===== config.mk =====
export PLATFORM = sky130hd
export DESIGN_NAME = cic_iq_decimator
export DESIGN_NICKNAME = d
export VERILOG_FILES = /design/src/rtl/sdr_pkg.sv /design/src/rtl/cic_channel.sv /design/src/rtl/cic_iq_decimator.sv
export SDC_FILE = /design/constraint.sdc
export NUM_CORES = 2
export LEC_CHECK = 0
export BUFFER_PORTS_ARGS = -buffer_cell sky130_fd_sc_hd__clkbuf_2
export CORE_UTILIZATION = 40
export CTS_BUF_LIST = sky130_fd_sc_hd__clkbuf_8
export DETAILED_ROUTE_END_ITERATION = 10
export GPL_TIMING_DRIVEN = 0
export PLACE_DENSITY = 0.56
export SLEW_MARGIN = 20
export SYNTH_ARGS = -nofsm -noshare
export SYNTH_HDL_FRONTEND = slang
export SYNTH_HIERARCHICAL = 1
export SYNTH_SLANG_ARGS = --single-unit

===== constraint.sdc =====
create_clock -name clk -period 3.95 [get_ports clk]
set_input_delay 0.79 -clock clk [delete_from_list [all_inputs] [get_ports clk]]
set_output_delay 0.79 -clock clk [all_outputs]
set_load 0.02 [all_outputs]

===== src/rtl/sdr_pkg.sv =====
// ----------------------------------------------------------------------------
// sdr_pkg
// Shared definitions for the SDR receive chain (NCO, mixer, CIC decimator).
//  - Default decimation ratio, stage count, comb delay and sample width used
//    by the top level and by the CIC decimator.
//  - clog2 helper plus the CIC register-growth and accumulator-width rules.
// No ports (package).
// ----------------------------------------------------------------------------
package sdr_pkg;

    localparam int DEF_IN_W       = 32'sd16;
    localparam int DEF_STAGES     = 32'sd3;
    localparam int DEF_DECIM      = 32'sd64;
    localparam int DEF_DIFF_DELAY = 32'sd1;

    // Ceiling log2; returns 0 for values of 1 or less.
    function automatic int clog2(input int value);
        int result;
        int rem;
        result = 32'sd0;
        rem    = value - 32'sd1;
        while (rem > 32'sd0) begin
            result = result + 32'sd1;
            rem    = rem >>> 1;
        end
        return result;
    endfunction

    // Worst-case bit growth of an N-stage CIC with ratio R and delay M:
    // N * log2(R*M). R is a power of two and M is 1 or 2, so this is exact.
    function automatic int cic_growth(input int stages, input int decim, input int diff_delay);
        return stages * clog2(decim * diff_delay);
    endfunction

    // Accumulator width that makes the integrator wrap-around harmless.
    function automatic int cic_acc_w(input int in_w, input int stages, input int decim,
                                     input int diff_delay);
        return in_w + cic_growth(stages, decim, diff_delay);
    endfunction

endpackage


===== src/rtl/cic_channel.sv =====
// ----------------------------------------------------------------------------
// cic_channel
// One channel of the CIC decimator: an integrator chain running at the input
// rate followed by a comb chain running at the decimated rate. All arithmetic
// is ACC_W-bit two's complement and wraps; the wrap cancels in the combs.
// Ports:
//  clk       in   1       clock, rising edge
//  reset     in   1       synchronous active-high reset
//  in_valid  in   1       integrators update only when high
//  capture   in   1       load last integrator into the comb input register
//  comb_en   in   STAGES  per-stage comb strobes (pipelined by the parent)
//  din       in   IN_W    signed input sample
//  dout      out  ACC_W   signed output of the last comb stage
// ----------------------------------------------------------------------------
module cic_channel
    import sdr_pkg::*;
#(
    parameter int IN_W       = DEF_IN_W,
    parameter int STAGES     = DEF_STAGES,
    parameter int DIFF_DELAY = DEF_DIFF_DELAY,
    parameter int ACC_W      = cic_acc_w(DEF_IN_W, DEF_STAGES, DEF_DECIM, DEF_DIFF_DELAY)
) (
    input  logic                    clk,
    input  logic                    reset,
    input  logic                    in_valid,
    input  logic                    capture,
    input  logic [STAGES-1:0]       comb_en,
    input  logic signed [IN_W-1:0]  din,
    output logic signed [ACC_W-1:0] dout
);

    logic signed [ACC_W-1:0] din_ext_s;
    logic signed [ACC_W-1:0] integ_r   [STAGES];
    logic signed [ACC_W-1:0] comb_in_r;
    logic signed [ACC_W-1:0] comb_x_s  [STAGES];
    logic signed [ACC_W-1:0] comb_r    [STAGES];
    logic signed [ACC_W-1:0] delay_r   [STAGES][DIFF_DELAY];

    assign din_ext_s = {{(ACC_W-IN_W){din[IN_W-1]}}, din};

    // Integrator chain: each stage adds the previous stage's registered value.
    always_ff @(posedge clk) begin
        if (reset) begin
            for (int k = 0; k < STAGES; k++) begin
                integ_r[k] <= '0;
            end
        end else if (in_valid) begin
            integ_r[0] <= integ_r[0] + din_ext_s;
            for (int k = 1; k < STAGES; k++) begin
                integ_r[k] <= integ_r[k] + integ_r[k-1];
            end
        end
    end

    // Comb input register: snapshot of the last integrator on the decimating sample.
    always_ff @(posedge clk) begin
        if (reset) begin
            comb_in_r <= '0;
        end else if (capture) begin
            comb_in_r <= integ_r[STAGES-1];
        end
    end

    // Comb stage inputs: stage 0 reads the snapshot, stage k reads comb k-1.
    always_comb begin
        comb_x_s[0] = comb_in_r;
        for (int k = 1; k < STAGES; k++) begin
            comb_x_s[k] = comb_r[k-1];
        end
    end

    // Comb chain: y = x - x delayed by DIFF_DELAY comb samples, on each stage strobe.
    always_ff @(posedge clk) begin
        if (reset) begin
            for (int k = 0; k < STAGES; k++) begin
                comb_r[k] <= '0;
                for (int d = 0; d < DIFF_DELAY; d++) begin
                    delay_r[k][d] <= '0;
                end
            end
        end else begin
            for (int k = 0; k < STAGES; k++) begin
                if (comb_en[k]) begin
                    comb_r[k]     <= comb_x_s[k] - delay_r[k][DIFF_DELAY-1];
                    delay_r[k][0] <= comb_x_s[k];
                    for (int d = 1; d < DIFF_DELAY; d++) begin
                        delay_r[k][d] <= delay_r[k][d-1];
                    end
                end
            end
        end
    end

    assign dout = comb_r[STAGES-1];

endmodule


===== src/rtl/cic_iq_decimator.sv =====
// ----------------------------------------------------------------------------
// cic_iq_decimator
// Dual-channel (I/Q) CIC decimator behind the mixer. Decimates by DECIM with
// unity DC gain: the (R*M)^N CIC gain is removed by keeping the top OUT_W bits
// of the ACC_W-bit comb output (truncation).
// Ports:
//  clk       in   1      clock, rising edge
//  reset     in   1      synchronous active-high reset
//  in_valid  in   1      input sample strobe
//  sin_i     in   IN_W   signed I-channel sample
//  cos_i     in   IN_W   signed Q-channel sample
//  i_o       out  OUT_W  signed decimated I output (holds between pulses)
//  q_o       out  OUT_W  signed decimated Q output (holds between pulses)
//  out_valid out  1      one-cycle pulse marking a new i_o/q_o pair
// The decimation counter, the comb strobe pipeline and the output registers
// are shared by both channels so I and Q stay cycle-aligned and bit-exact.
// ----------------------------------------------------------------------------
module cic_iq_decimator
    import sdr_pkg::*;
#(
    parameter int IN_W       = DEF_IN_W,
    parameter int OUT_W      = DEF_IN_W,
    parameter int STAGES     = DEF_STAGES,
    parameter int DECIM      = DEF_DECIM,
    parameter int DIFF_DELAY = DEF_DIFF_DELAY
) (
    input  logic                    clk,
    input  logic                    reset,
    input  logic                    in_valid,
    input  logic signed [IN_W-1:0]  sin_i,
    input  logic signed [IN_W-1:0]  cos_i,
    output logic signed [OUT_W-1:0] i_o,
    output logic signed [OUT_W-1:0] q_o,
    output logic                    out_valid
);

    localparam int ACC_W = cic_acc_w(IN_W, STAGES, DECIM, DIFF_DELAY);
    localparam int CNT_W = clog2(DECIM);
    localparam logic [CNT_W-1:0] CNT_LAST = CNT_W'(DECIM - 1);

    logic [CNT_W-1:0]        cnt_r;
    logic                    decim_s;
    // strobe_r[k] enables comb stage k; strobe_r[STAGES] loads the outputs.
    logic [STAGES:0]         strobe_r;
    logic signed [ACC_W-1:0] i_acc_s;
    logic signed [ACC_W-1:0] q_acc_s;

    assign decim_s = in_valid && (cnt_r == CNT_LAST);

    // Decimation counter: counts accepted samples modulo DECIM.
    always_ff @(posedge clk) begin
        if (reset) begin
            cnt_r <= '0;
        end else if (in_valid) begin
            cnt_r <= decim_s ? {CNT_W{1'b0}} : cnt_r + {{(CNT_W-1){1'b0}}, 1'b1};
        end
    end

    // Strobe pipeline: one bit per comb stage, so back-to-back decimating
    // samples (DECIM=2) each walk through the combs independently.
    always_ff @(posedge clk) begin
        if (reset) begin
            strobe_r <= '0;
        end else begin
            strobe_r <= {strobe_r[STAGES-1:0], decim_s};
        end
    end

    cic_channel #(
        .IN_W       (IN_W),
        .STAGES     (STAGES),
        .DIFF_DELAY (DIFF_DELAY),
        .ACC_W      (ACC_W)
    ) u_chan_i (
        .clk      (clk),
        .reset    (reset),
        .in_valid (in_valid),
        .capture  (decim_s),
        .comb_en  (strobe_r[STAGES-1:0]),
        .din      (sin_i),
        .dout     (i_acc_s)
    );

    cic_channel #(
        .IN_W       (IN_W),
        .STAGES     (STAGES),
        .DIFF_DELAY (DIFF_DELAY),
        .ACC_W      (ACC_W)
    ) u_chan_q (
        .clk      (clk),
        .reset    (reset),
        .in_valid (in_valid),
        .capture  (decim_s),
        .comb_en  (strobe_r[STAGES-1:0]),
        .din      (cos_i),
        .dout     (q_acc_s)
    );

    // Output register: top OUT_W bits of the comb result divide out the CIC gain.
    always_ff @(posedge clk) begin
        if (reset) begin
            i_o       <= '0;
            q_o       <= '0;
            out_valid <= 1'b0;
        end else begin
            out_valid <= strobe_r[STAGES];
            if (strobe_r[STAGES]) begin
                i_o <= i_acc_s[ACC_W-1 -: OUT_W];
                q_o <= q_acc_s[ACC_W-1 -: OUT_W];
            end
        end
    end

endmodule


==> run metrics <==
status completed; clock power share 33.5%; die area roughly 110000 µm²; post-synthesis cell area about 45000 µm²; # nets final 5255; DP Area approximately 47000 µm²; Yosys warning count 6; Post-CTS Resized 0; CP Class flop to flop; mean area per synthesized cell between 9 and 10 µm²; CTS H-tree lvls 3; DRT iter0 DRCs 1542; initial antenna violation count 5; post-route cell area ~50000 µm²; final wirelength 95.20 mm; Switching Fraction roughly 29%; Worst Path Required approximately 4.4 ns; Tmin final ~3.7 ns; largest net degree at the start of global routing 51; Metal-1 WL 49.29 mm; grt ovf 0; VDD IR max about 0.25 mV; P_sw between 5 and 6 mW; area grow syn2layout 10.51%; CTS Buffer Depth 3; Worst setup EP type flop; Total GRT Usage 16.65%; Skew-Pair Late Insertion Delay about 0.76 ns; Seq pwr share about 46%; worst hold path class input port to flop; Pleak 21.20 nW; Synth Instances around 4600; clk sink count roughly 690; worst-path fanout max 5; num rows 122; cell-internal power between 10 and 15 mW; Core Region 111300 µm²; layout cells sized above 1 under 10%; Clock Skew around 0.037 ns; Initial Util roughly two fifths; Arr. time, crit path 4.18 ns; overall power ~19 mW; FILL cells roughly 11000; Ports 68; max-slew violation count 0; Wirelength per Cell between 10 and 15 µm; TritonCTS clock tree done; placed wire-length estimate around 73 mm; 1st-pass router iterations 5; Final Hold Fails 0; max-cap viol count 0; WL met3 2.780 mm; first-pass GRT wire length 155.5 mm; setup ws final about 0.26 ns; Core Util, Final around 45%; met2 WL 41.09 mm; I/O Buffers between 60 and 70; TNS Setup 0 ns; Logic pwr share about a fifth; Slew HR a little under two fifths; final setup fails 0; RSZ-0062 raised after global routing false; Mapped Nets 5058; die height about 340 µm; number of buffers created by CTS 120; vias in the first global route a little over 30000; Routed Antenna Nets 0; post-DR vias/cell roughly 5.0; RD Place Congestion approximately 0.86; power per cell area about 380 nW/µm²; Die Wd about 340 µm; pre-CTS setup slack -0.3708 ns; DRC 0; measured slew at the worst slew-check pin 0.9269 ns; crit share post-route between 90% and 100%; hold buffer count at CTS 0; CP Launch Type flop; Setup Buffers After CTS 0; DR vias 32050; clk root buf clkbuf_8; Reg clk slew, reported paths ~0.06 ns; Max Clk Rate between 0.2 and 0.3 GHz; DR top layer met5
[cell usage in the layout (no fill, tap or decap), types with 36 or more instances in the layout]
cell type  instances
clkbuf_8         131
nand3_1           77
nand2_1          218
mux2i_1          108
clkbuf_2          68
a21oi_1          335
and3_1            47
a31oi_1           49
o21ai_0          178
inv_1            343
nor2_1           561
a21o_1           215
o21a_1            56
and2_1           234
o21bai_1          46
clkbuf_1         160
nand2b_1          36
ha_1             397
nand4_1           53
nor2b_1           49
a211oi_1          40
xnor2_1          156
xor2_1           153
nor3_1            76
dfxtp_1          111
edfxtp_1         576
[worst max-delay path, cell delays in order (launching register included)]
cell and delay, ns:
edfxtp_1 0.39, ha_1 0.20, inv_1 0.07, fa_1 0.37
nor2b_1 0.19, o31a_1 0.21, o21ai_1 0.16, o31ai_2 0.38
a31oi_1 0.28, o41ai_1 0.51, a31oi_1 0.26, a21oi_1 0.22
xnor2_1 0.14, nor2_1 0.05
[area by class of cell]
class / count / area, µm² / share of cell area (%)
tap: 1488 / 1862 / 3.735
multi-input combinational: 3420 / 23570 / 47.29
inverter: 297 / 1115 / 2.237
clock buffer: 131 / 1803 / 3.617
timing repair buffer: 75 / 495.5 / 0.9941
sequential: 687 / 19520 / 39.16
buffer: 210 / 924.6 / 1.855
clock inverter: 89 / 544.3 / 1.092
antenna: 4 / 10.01 / 0.02008
[stage by stage]
| step | hold WS [ns] | std cells |
|---|---|---|
| final | 0.4413 | 6401 |
| after global routing | 0.3904 | 6400 |
| after CTS | 0.3518 | 6397 |
| after detailed placement | 0.4823 | 6177 |
| after global placement | 0.4708 | 6169 |
| after floorplan | 0.4604 | 4614 |
[sequential cells by signal, indices dropped and copies added, names as in the netlist]
name                count
strobe_r                4
u_chan_i/comb_r        84
u_chan_i/comb_in_r     34
out_valid               1
u_chan_i/delay_r      102
u_chan_q/integ_r      102
u_chan_q/comb_in_r     34
u_chan_q/comb_r        84
i_o                    16
u_chan_i/integ_r      102
cnt_r                   6
u_chan_q/delay_r      102
q_o                    16
[power by group through the flow]
stage               Clock, mW  Combinational, mW  Sequential, mW
floorplan                   0               3.16            8.61
global placement            0               3.86            8.76
detailed placement          0               3.90            8.76
CTS                      6.59               3.93            8.61
global route             6.88               4.45            8.66
finish                   6.31               3.93            8.62
[metal layers]
metal / up-vias / track usage, %
met4: 2 / 4.583
met3: 155 / 2.414
met1: 14410 / 23.68
met2: 445 / 26.28
met5: - / 0
li1: 17040 / -
[path summary, 6_finish.rpt]
check | startpoint | endpoint | depth (start not counted) | slack [ns]
setup / recovery | u_chan_q/integ_r[0][34] | u_chan_q/integ_r[0][64] | 13 | 0.26
hold / removal | sin_i[0] | u_chan_i/integ_r[0][0] | 3 | 0.44
hold reg to reg | q_o[9] | q_o[9] | 2 | 0.49
setup reg to reg | u_chan_q/integ_r[0][34] | u_chan_q/integ_r[0][64] | 13 | 0.26
(Power assumes the default switching activity.)
